[src/rtl/isa_dispatch_pkg.sv]
// Shared types and field constants for the instruction dispatcher.
package isa_pkg;

   typedef enum logic [1:0] {
      IDLE,
      LOAD,
      RUN,
      DONE
   } state_t;

   localparam int OPC_MSB = 31;
   localparam int OPC_LSB = 29;
   localparam int LCNT_MSB = 7;
   localparam int LCNT_LSB = 0;
   localparam int LOOP_BIT_DEF = 2;
   localparam int END_BIT_DEF = 3;

endpackage

[src/rtl/isa_dispatch_if.sv]
// Host instruction bus: valid/ready handshake carrying one word.
interface isa_dispatch_if #(
   parameter int BIT_DEPTH = 32
);
   logic                 instr_valid;
   logic                 instr_ready;
   logic [BIT_DEPTH-1:0] instr_data;

   modport master (
      output instr_valid,
      output instr_data,
      input  instr_ready
   );

   modport slave (
      input  instr_valid,
      input  instr_data,
      output instr_ready
   );
endinterface

[src/rtl/isa_dispatch_fifo.sv]
// Instruction buffer: synchronous FIFO, host push via handshake,
// pop strobe from the dispatcher FSM, flushed by rst.
module isa_dispatch_fifo #(
   parameter int BIT_DEPTH = 32,
   parameter int FIFO_DEPTH = 4,
   parameter int LOG_FIFO_DEPTH = 2
) (
   input  logic                 Clk,
   input  logic                 rst,
   isa_dispatch_if.slave        host,
   input  logic                 pop,
   output logic [BIT_DEPTH-1:0] head,
   output logic                 empty,
   output logic                 full
);
   logic [BIT_DEPTH-1:0]    mem [FIFO_DEPTH];
   logic [LOG_FIFO_DEPTH:0] wr_ptr;
   logic [LOG_FIFO_DEPTH:0] rd_ptr;
   logic                    push;

   // Extra pointer bit separates full from empty when indices match.
   assign empty = (wr_ptr == rd_ptr);
   assign full = (wr_ptr[LOG_FIFO_DEPTH] != rd_ptr[LOG_FIFO_DEPTH]) &&
      (wr_ptr[LOG_FIFO_DEPTH-1:0] == rd_ptr[LOG_FIFO_DEPTH-1:0]);
   assign host.instr_ready = !full;
   assign push = host.instr_valid && !full;
   assign head = mem[rd_ptr[LOG_FIFO_DEPTH-1:0]];

   always_ff @(posedge Clk) begin
      if (rst) begin
         wr_ptr <= '0;
         rd_ptr <= '0;
      end else begin
         if (push) begin
            mem[wr_ptr[LOG_FIFO_DEPTH-1:0]] <= host.instr_data;
            wr_ptr <= wr_ptr + 1'b1;
         end
         if (pop && !empty) begin
            rd_ptr <= rd_ptr + 1'b1;
         end
      end
   end
endmodule

[src/rtl/isa_dispatch.sv]
// Dispatcher FSM in front of the MAC microcode sequencer.
// Optional watchdog abort of RUN enabled by ISA_DISPATCH_WDOG_EN.
module isa_dispatch
   import isa_pkg::*;
#(
   parameter int BIT_DEPTH = 32,
   parameter int FIFO_DEPTH = 4,
   parameter int LOG_FIFO_DEPTH = 2,
   parameter int LOOP_BIT = LOOP_BIT_DEF,
   parameter int END_BIT = END_BIT_DEF,
   parameter int WDOG_CYCLES = 64
) (
   input  logic                 Clk,
   input  logic                 rst,
   isa_dispatch_if.slave        host,
   input  logic [7:0]           ctrl_in,
   output logic [BIT_DEPTH-1:0] seq_inputs,
   output logic                 seq_en,
   output logic                 seq_rst,
   output logic                 seq_skip,
   output logic                 busy,
   output logic                 done_pulse,
`ifdef ISA_DISPATCH_WDOG_EN
   output logic                 wdog_err,
`endif
   output logic [15:0]          instr_count
);
   state_t               state;
   logic [7:0]           loop_cnt;
   logic                 rst_q;
   logic                 pop;
   logic                 empty;
   logic                 full;
   logic [BIT_DEPTH-1:0] head;
   logic                 fin;
   logic                 loop_hit;

`ifdef ISA_DISPATCH_WDOG_EN
   localparam int WDOG_W = $clog2(WDOG_CYCLES) + 1;
   logic [WDOG_W-1:0] wdog_cnt;
   logic              abort;
`else
   logic unused_ok;
   assign unused_ok = ^{ctrl_in, WDOG_CYCLES[0], full};
`endif

   isa_dispatch_fifo #(
      .BIT_DEPTH      (BIT_DEPTH),
      .FIFO_DEPTH     (FIFO_DEPTH),
      .LOG_FIFO_DEPTH (LOG_FIFO_DEPTH)
   ) u_fifo (
      .Clk   (Clk),
      .rst   (rst),
      .host  (host),
      .pop   (pop),
      .head  (head),
      .empty (empty),
      .full  (full)
   );

   assign fin = ctrl_in[END_BIT];
   assign loop_hit = ctrl_in[LOOP_BIT] && !fin;
   assign seq_skip = (state == RUN) && loop_hit && (loop_cnt != 8'd0);
   assign pop = !rst && !empty && ((state == IDLE) || (state == DONE));
   assign busy = (state != IDLE);
   assign seq_rst = rst || rst_q;

   always_ff @(posedge Clk) begin
      if (rst) begin
         state <= IDLE;
         seq_inputs <= '0;
         seq_en <= 1'b0;
         rst_q <= 1'b0;
         done_pulse <= 1'b0;
         instr_count <= 16'd0;
         loop_cnt <= 8'd0;
`ifdef ISA_DISPATCH_WDOG_EN
         wdog_cnt <= '0;
         abort <= 1'b0;
         wdog_err <= 1'b0;
`endif
      end else begin
         rst_q <= 1'b0;
         done_pulse <= 1'b0;
         unique case (state)
            IDLE: begin
               if (pop) begin
                  state <= LOAD;
                  seq_inputs <= head;
                  loop_cnt <= head[LCNT_MSB:LCNT_LSB];
                  rst_q <= 1'b1;
               end
            end
            LOAD: begin
`ifdef ISA_DISPATCH_WDOG_EN
               wdog_cnt <= '0;
               if (abort) begin
                  abort <= 1'b0;
                  state <= DONE;
                  done_pulse <= 1'b1;
               end else begin
                  state <= RUN;
                  seq_en <= 1'b1;
               end
`else
               state <= RUN;
               seq_en <= 1'b1;
`endif
            end
            RUN: begin
               if (fin) begin
                  state <= DONE;
                  seq_en <= 1'b0;
                  done_pulse <= 1'b1;
               end else begin
                  if (seq_skip) begin
                     loop_cnt <= loop_cnt - 8'd1;
                  end
`ifdef ISA_DISPATCH_WDOG_EN
                  wdog_cnt <= wdog_cnt + 1'b1;
                  if (wdog_cnt == WDOG_W'(WDOG_CYCLES - 1)) begin
                     state <= LOAD;
                     abort <= 1'b1;
                     seq_en <= 1'b0;
                     rst_q <= 1'b1;
                     wdog_err <= 1'b1;
                  end
`endif
               end
            end
            DONE: begin
               instr_count <= instr_count + 16'd1;
               if (pop) begin
                  state <= LOAD;
                  seq_inputs <= head;
                  loop_cnt <= head[LCNT_MSB:LCNT_LSB];
                  rst_q <= 1'b1;
               end else begin
                  state <= IDLE;
               end
            end
            default: state <= IDLE;
         endcase
      end
   end
endmodule
[src/flat_wrapper.sv]
// flat-port wrapper written by rule: the top's interface ports become plain ports
module isa_dispatch_flat import isa_pkg::*;
#(
   parameter int BIT_DEPTH = 32,
   parameter int FIFO_DEPTH = 4,
   parameter int LOG_FIFO_DEPTH = 2,
   parameter int LOOP_BIT = LOOP_BIT_DEF,
   parameter int END_BIT = END_BIT_DEF,
   parameter int WDOG_CYCLES = 64
)
  (Clk, rst, ctrl_in, seq_inputs, seq_en, seq_rst, seq_skip, busy, done_pulse, instr_count, host_instr_valid, host_instr_data, host_instr_ready);
  isa_dispatch_if #(.BIT_DEPTH(BIT_DEPTH)) host_i ();
  input  logic Clk;
  input  logic rst;
  input  logic [7:0] ctrl_in;
  output logic [BIT_DEPTH-1:0] seq_inputs;
  output logic seq_en;
  output logic seq_rst;
  output logic seq_skip;
  output logic busy;
  output logic done_pulse;
  output logic [15:0] instr_count;
  input wire logic [$bits(host_i.instr_valid)-1:0] host_instr_valid;
  input wire logic [$bits(host_i.instr_data)-1:0] host_instr_data;
  output wire logic [$bits(host_i.instr_ready)-1:0] host_instr_ready;
  assign host_i.instr_valid = host_instr_valid;
  assign host_i.instr_data = host_instr_data;
  assign host_instr_ready = host_i.instr_ready;
  isa_dispatch #(.BIT_DEPTH(BIT_DEPTH), .FIFO_DEPTH(FIFO_DEPTH), .LOG_FIFO_DEPTH(LOG_FIFO_DEPTH), .LOOP_BIT(LOOP_BIT), .END_BIT(END_BIT), .WDOG_CYCLES(WDOG_CYCLES)) u_core (.Clk(Clk), .rst(rst), .host(host_i), .ctrl_in(ctrl_in), .seq_inputs(seq_inputs), .seq_en(seq_en), .seq_rst(seq_rst), .seq_skip(seq_skip), .busy(busy), .done_pulse(done_pulse), .instr_count(instr_count));
endmodule
[config.mk]
export PLATFORM = sky130hd
export DESIGN_NAME = isa_dispatch_flat
export DESIGN_NICKNAME = d
export VERILOG_FILES = /design/src/rtl/isa_dispatch_pkg.sv /design/src/rtl/isa_dispatch_if.sv /design/src/rtl/isa_dispatch_fifo.sv /design/src/rtl/isa_dispatch.sv /design/src/flat_wrapper.sv
export SDC_FILE = /design/constraint.sdc
export NUM_CORES = 1
export LEC_CHECK = 0
export CELL_PAD_IN_SITES_DETAIL_PLACEMENT = 1
export CELL_PAD_IN_SITES_GLOBAL_PLACEMENT = 2
export CORE_ASPECT_RATIO = 1.25
export CORE_UTILIZATION = 35
export DETAILED_ROUTE_END_ITERATION = 6
export HOLD_SLACK_MARGIN = 0.05
export MAX_ROUTING_LAYER = met4
export PLACE_DENSITY_LB_ADDON = 0.1
export SLEW_MARGIN = 10
export SYNTH_ARGS = -nofsm -noshare
export SYNTH_HDL_FRONTEND = slang
export SYNTH_SLANG_ARGS = --single-unit
[constraint.sdc]
create_clock -name Clk -period 4.75 [get_ports Clk]
set_input_delay 0.7125 -clock Clk [delete_from_list [all_inputs] [get_ports Clk]]
set_output_delay 0.7125 -clock Clk [all_outputs]
set_load 0.02 [all_outputs]
### Yosys cells after proc, flatten, opt, wreduce, memory -nomap -nowiden

Memory sizes are Yosys's and may differ from the RTL's. A register that Yosys moved wholly into a read port is not among the register bits.
Cells that the tools add are included.

* register bits after elaboration: 67
* RAM bits: 128
* input bits: 43
* output and inout port bits: 54
* word-level logic and storage cells: 70
* memories kept: 1

* add/sub/neg operators: 4
* equality and inequality tests: 11
* muxes and demuxes: 17
* bitwise operators: 2
* reduce and logical (&&, ||, !) cells: 26

Memory list
* u_core.u_fifo.mem: words 4, bits a word 32, read ports 1, clocked after Yosys merged registers in 1, write ports 1, RTL line isa_dispatch_fifo.sv:16 `logic [BIT_DEPTH-1:0] mem [FIFO_DEPTH];`

Operator list (count)
* 8-bit two-way mux: 3
* 16-bit by 1-bit adder with 16-bit output (second input constant): 1
* 8-bit one-hot mux with 2 select lines: 1
* 1-bit logical AND: 8
* 2-bit two-way mux: 4
* 2-bit != test (second input constant): 4
* 2-bit one-hot mux with 4 select lines: 1
* 8-bit nonzero test: 1
* 8-bit by 1-bit subtractor with 8-bit output (second input constant): 1
* 1-bit two-way mux: 7
* 3-bit by 1-bit adder with 3-bit output (second input constant): 2
* 2-bit AND reduction: 3
* 2-bit nonzero test: 3
* 2-bit OR reduction: 3
* 2-bit equality test (second input constant): 2
* 1-bit logical NOT: 4
* 4-bit AND reduction: 1
* 3-bit equality test: 1
* 2-bit by 1-bit equality test with 1-bit output (second input constant): 1
* 2-bit equality test: 1
* 2-bit logical NOT: 1
* 1-bit logical OR: 2
* 2-bit by 1-bit != test with 1-bit output (second input constant): 1
* 1-bit inverter: 2
* 2 further kinds: 2

### Logic depth before layout (Yosys ltp)

* depth in word-level cells: 7
* depth in mapped cells: 8
* gate-level depth less buffers: 7

### Hierarchy

A second synthesis with hierarchy kept.

* cells, all modules: 571
* area total of the unflattened synthesis: 7966.4 µm²

Modules (own cells, without submodules)
* isa_dispatch_fifo: times used 1, cells an instance 236, area each 5171.2 µm², seq. area each 4003.8 µm²
* isa_dispatch: times used 1, cells an instance 335, area each 2795.2 µm², seq. area each 1221.2 µm²

### Worst setup path before layout

No wires, ideal clock.

* kind: input to register
* start: input rst
* end: memory u_core.u_fifo.mem[3][0] (enable)
* library setup time: 461 ps
* arrival: 3306 ps
* required time: 4289 ps
* setup slack: 983 ps
* cell stages on the path: 3
* path buffers: 2
* cells stage by stage: clkbuf_8 clkbuf_1 nor3_1

* longest elaborated chain between the ends: 2

RTL lines
* start: declaration: RTL line flat_wrapper.sv:14 `input logic rst;`
* 1-bit two-way mux: RTL line isa_dispatch_fifo.sv:30 `if (rst) begin`
* 1-bit two-way mux (not written as such): RTL line isa_dispatch_fifo.sv:35 `mem[wr_ptr[LOG_FIFO_DEPTH-1:0]] <= host.instr_data;`
* end: declaration: RTL line isa_dispatch_fifo.sv:16

Every way passes these cells.

### Final worst setup path

* start: register u_core.loop_cnt[2]
* end: output seq_skip

* longest elaborated chain between the ends: 2

RTL lines
* start: declaration: RTL line isa_dispatch.sv:29 `logic [7:0] loop_cnt;`
* start signal: assignment: RTL line isa_dispatch.sv:90 `loop_cnt <= head[LCNT_MSB:LCNT_LSB];`
* start signal: assignment: RTL line isa_dispatch.sv:117 `loop_cnt <= loop_cnt - 8'd1;`
* start signal: assignment: RTL line isa_dispatch.sv:136 `loop_cnt <= head[LCNT_MSB:LCNT_LSB];`
* 8-bit nonzero test: RTL line isa_dispatch.sv:63 `assign seq_skip = (state == RUN) && loop_hit && (loop_cnt != 8'd0);`
* 1-bit logical AND: RTL line isa_dispatch.sv:63
* end: declaration: RTL line flat_wrapper.sv:19 `output logic seq_skip;`

Every way passes these cells.

==> impl_metrics.py <==
metrics = {
    "layout": {
        "diodes": 0,
        "layout.nets": 670,
        "filler_cell_count": 2197,
        "multi_input_area_um2": 2290,
        "drive_above_1_share_pct": 14.0,
        "fin_area_um2": 9450,
        "syn_to_final_growth_pct": 23.3,
        "seqCellArea_um2": 5230,
    },
    "yosys": {
        "synth_seq_cells": 197,
        "yosysWarnings": 0,
        "synth-simple-area-share_pct": 8.72,
        "synth_adder_area_share_pct": 2.12,
        "synth-xor-area-share_pct": 2.74,
        "synthTopCellsByArea": "edfxtp_1 (50%), dfxtp_1 (18%), mux4_2 (9.1%), nand2_1 (4.1%), a21oi_1 (2.6%)",
        "synth_cell_types": 45,
        "syn-instance-count": 525,
        "ys.flop_type": "edfxtp_1",
        "synth_top_family_by_area": "multiplexers",
        "synthMuxAreaShare_pct": 10.2,
        "syn-num-nets": 581,
        "synth_compound_area_share_pct": 5.55,
        "async_reset_ff_share_pct": 0,
        "synth-edff-count": 128,
        "syn_avg_cell_area_um2": 14.6,
        "syn-cell-area_um2": 7660,
        "synth_top_area_cell": "edfxtp_1",
        "ys_seq_area_share_pct": 68.2,
        "synth_top_area_share_pct": 50.2,
    },
    "die": {
        "core_area_um2": 21500,
        "start_util_pct": 35.7,
        "die_h_um": 167,
        "boundaryPins": 97,
        "row_count": 60,
        "die_width_um": 134,
        "dieArea_um2": 22500,
    },
    "pwr": {
        "seqPwrFrac_pct": 41.5,
        "power.density_nw_per_um2": 575,
        "clockPowerShare_pct": 26.8,
        "swShare_pct": 34.7,
        "p_leak_nw": 3.13,
        "intPower_mw": 3.55,
        "ir_drop_uv": 269,
        "switchingPower_mw": 1.88,
        "p_comb_share_pct": 31.7,
        "power_mw": 5.43,
    },
    "flow_run": {
        "max_cap_violations": 0,
    },
    "timing": {
        "setup_tns_ns": 0,
        "slew_headroom_pct": 37.2,
        "worst_slack_ns": 1.46,
        "worst_hold_slack_ns": 0.457,
        "fmax_ghz": 0.304,
        "clock_skew_ns": 0.0114,
        "rsz0062_at_grt": "no",
        "setup_viol": 0,
        "hold_viol": 0,
        "drv_slew": 0,
        "worstMarginPinSlew_ns": 0.943,
        "fin_crit_ns": 3.29,
        "finalCritPeriodShare_pct": 69.2,
    },
    "setup_path": {
        "rr_startpoint": "u_core.state[1]",
        "startpoint": "u_core.loop_cnt[2]",
        "startpoint_type": "register",
        "cp.required_ns": 4.04,
        "cp.arrival_ns": 2.58,
        "reg2regPathDepth": 7,
        "criticalPathCategory": "register to output port",
        "path_max_fanout": 8,
        "cp-end-kind": "output port",
    },
    "global_routing": {
        "grt_pass1_wl_um": 26400,
        "grt_pass1_vias": 4772,
        "grt_use_total_pct": 16.3,
        "antenna_found_initial": 0,
        "gr-total-overflow": 0,
        "grt_max_degree": 61,
    },
    "clocking": {
        "cts_tree": "built",
        "cts_setup_buffers": 0,
        "cts_resized": 0,
        "cts_made_buffers": 17,
        "cts.hold.buffers_added": 0,
        "cts_sinks": 197,
        "root_buffer": "clkbuf_16",
        "insertion_delay_ns": 0.44,
        "clockBufferDepth": 2,
        "clkSlewWorstSetupHoldPaths_ns": 0.08,
        "cts_max_level": 4,
    },
    "detailed_routing": {
        "drt_iter0_drc": 233,
        "vias": 4470,
        "wl_per_cell_um": 18.3,
        "wl_um": 16600,
        "drtPass1Iterations": 4,
        "ant_nets": 0,
        "viasPerCell": 4.93,
        "drc": 0,
    },
    "placement": {
        "hpwl_um": 10200,
        "pre_cts_ws_ns": 1.87,
        "placed_area_um2": 8840,
        "port_buffers": 90,
        "gp_congestion": 0.718,
    },
    "outcome": {
        "status": "completed",
    },
    "hold_path": {
        "whs_path_depth": 2,
        "worstHoldStart": "u_core.seq_inputs[10]",
        "hp-class": "register to register",
    },
}
[metal layers]
layer | share of wire (%) | vias to the layer above | global-route usage, % | wire [um]
met5 | 0 | - | - | 0
met4 | 1.3 | 0 | 4.98 | 212
met3 | 3.9 | 15 | 3.39 | 651
met2 | 53 | 87 | 28.6 | 8770
met1 | 42 | 2266 | 18.5 | 6930
li1 | - | 2102 | - | -
[cells in the mapped netlist (4+ instances only)]
cell and instances:
nand4_1 4, clkbuf_1 16, buf_2 4, and2_1 4, xor2_1 13, ha_1 13
nand2_1 83, xnor2_1 11, edfxtp_1 128, o21ai_0 7, mux2i_1 6, a21oi_1 40
mux4_2 31, nor2_1 30, nand3_1 7, dfxtp_1 69, a31oi_1 4, inv_1 11
nor2b_1 4
[placed cells by master (no fill, tap or decap), types with 2 or more instances in the layout]
master / count
nor3_1: 2
and2_2: 3
a21oi_1: 40
nand2_1: 83
mux4_2: 31
o31ai_1: 2
ha_1: 13
buf_4: 5
clkinv_8: 4
dfxtp_1: 67
xor2_1: 13
inv_1: 11
inv_8: 2
nor2_1: 30
a31oi_1: 3
nand4_1: 4
or2_2: 3
clkinvlp_4: 3
nor2b_1: 4
clkbuf_16: 17
edfxtp_1: 128
dfxtp_2: 2
a211oi_1: 2
nand3_1: 7
mux2i_1: 6
clkdlybuf4s50_1: 89
xnor2_1: 11
and4_1: 2
and3_1: 3
o21ai_0: 7
a21bo_2: 2
inv_6: 4
[cell type report]
| cell class | instances | share of cell area [%] |
|---|---|---|
| flip-flops and latches | 197 | 55.3 |
| clock buffers | 17 | 4.50 |
| clock inverters | 15 | 1.95 |
| multi-input cells | 292 | 24.2 |
| inverters | 11 | 0.437 |
| repair buffers | 95 | 9.88 |
| well taps | 279 | 3.69 |
[sequential cells by signal, indices dropped and copies added, names as in the netlist, named ones only]
signal                cells
u_core.done_pulse         1
u_core.instr_count       16
u_core.loop_cnt           8
u_core.rst_q              1
u_core.seq_en             1
u_core.seq_inputs        32
u_core.state              2
u_core.u_fifo.mem       128
u_core.u_fifo.rd_ptr      3
u_core.u_fifo.wr_ptr      3
[metrics by stage]
step | util (%) | instances
2_1_floorplan | - | 525
3_3_place_gp | 41.2 | 874
3_5_place_dp | 41.2 | 874
4_1_cts | 44.0 | 906
5_1_grt | 44.0 | 906
6_report | 44.0 | 906
[worst max-delay path: stages, from the launching register on]
cell and delay, ns:
dfxtp_1 0.38, or4_4 0.58, or2_2 0.34, o311a_1 0.30
clkdlybuf4s50_1 0.54
[power groups by stage]
stage | sequential (mW) | clock [mW] | combinational [mW]
5_1_grt | 2.29 | 1.56 | 1.88
2_1_floorplan | 2.35 | 0 | 1.02
3_5_place_dp | 2.30 | 0 | 1.76
4_1_cts | 2.26 | 1.50 | 1.77
6_report | 2.25 | 1.46 | 1.72
3_3_place_gp | 2.29 | 0 | 1.73
[worst paths after layout]
kind                            slack, ns                     to
worst max register to register       2.17               register
worst min-delay path                 0.46  u_core.seq_inputs[10]
worst max-delay path                 1.46               seq_skip
worst min register to register       0.46  u_core.seq_inputs[10]
[cell families after synthesis]
| logic type | count (synthesis) |
|---|---|
| xor+xnor | 24 |
| flops | 197 |
| fa+ha+maj | 13 |
| compound gates | 66 |
| mux | 38 |
| buf+inv | 36 |
| simple gates | 151 |
(Power assumes the default switching activity.)
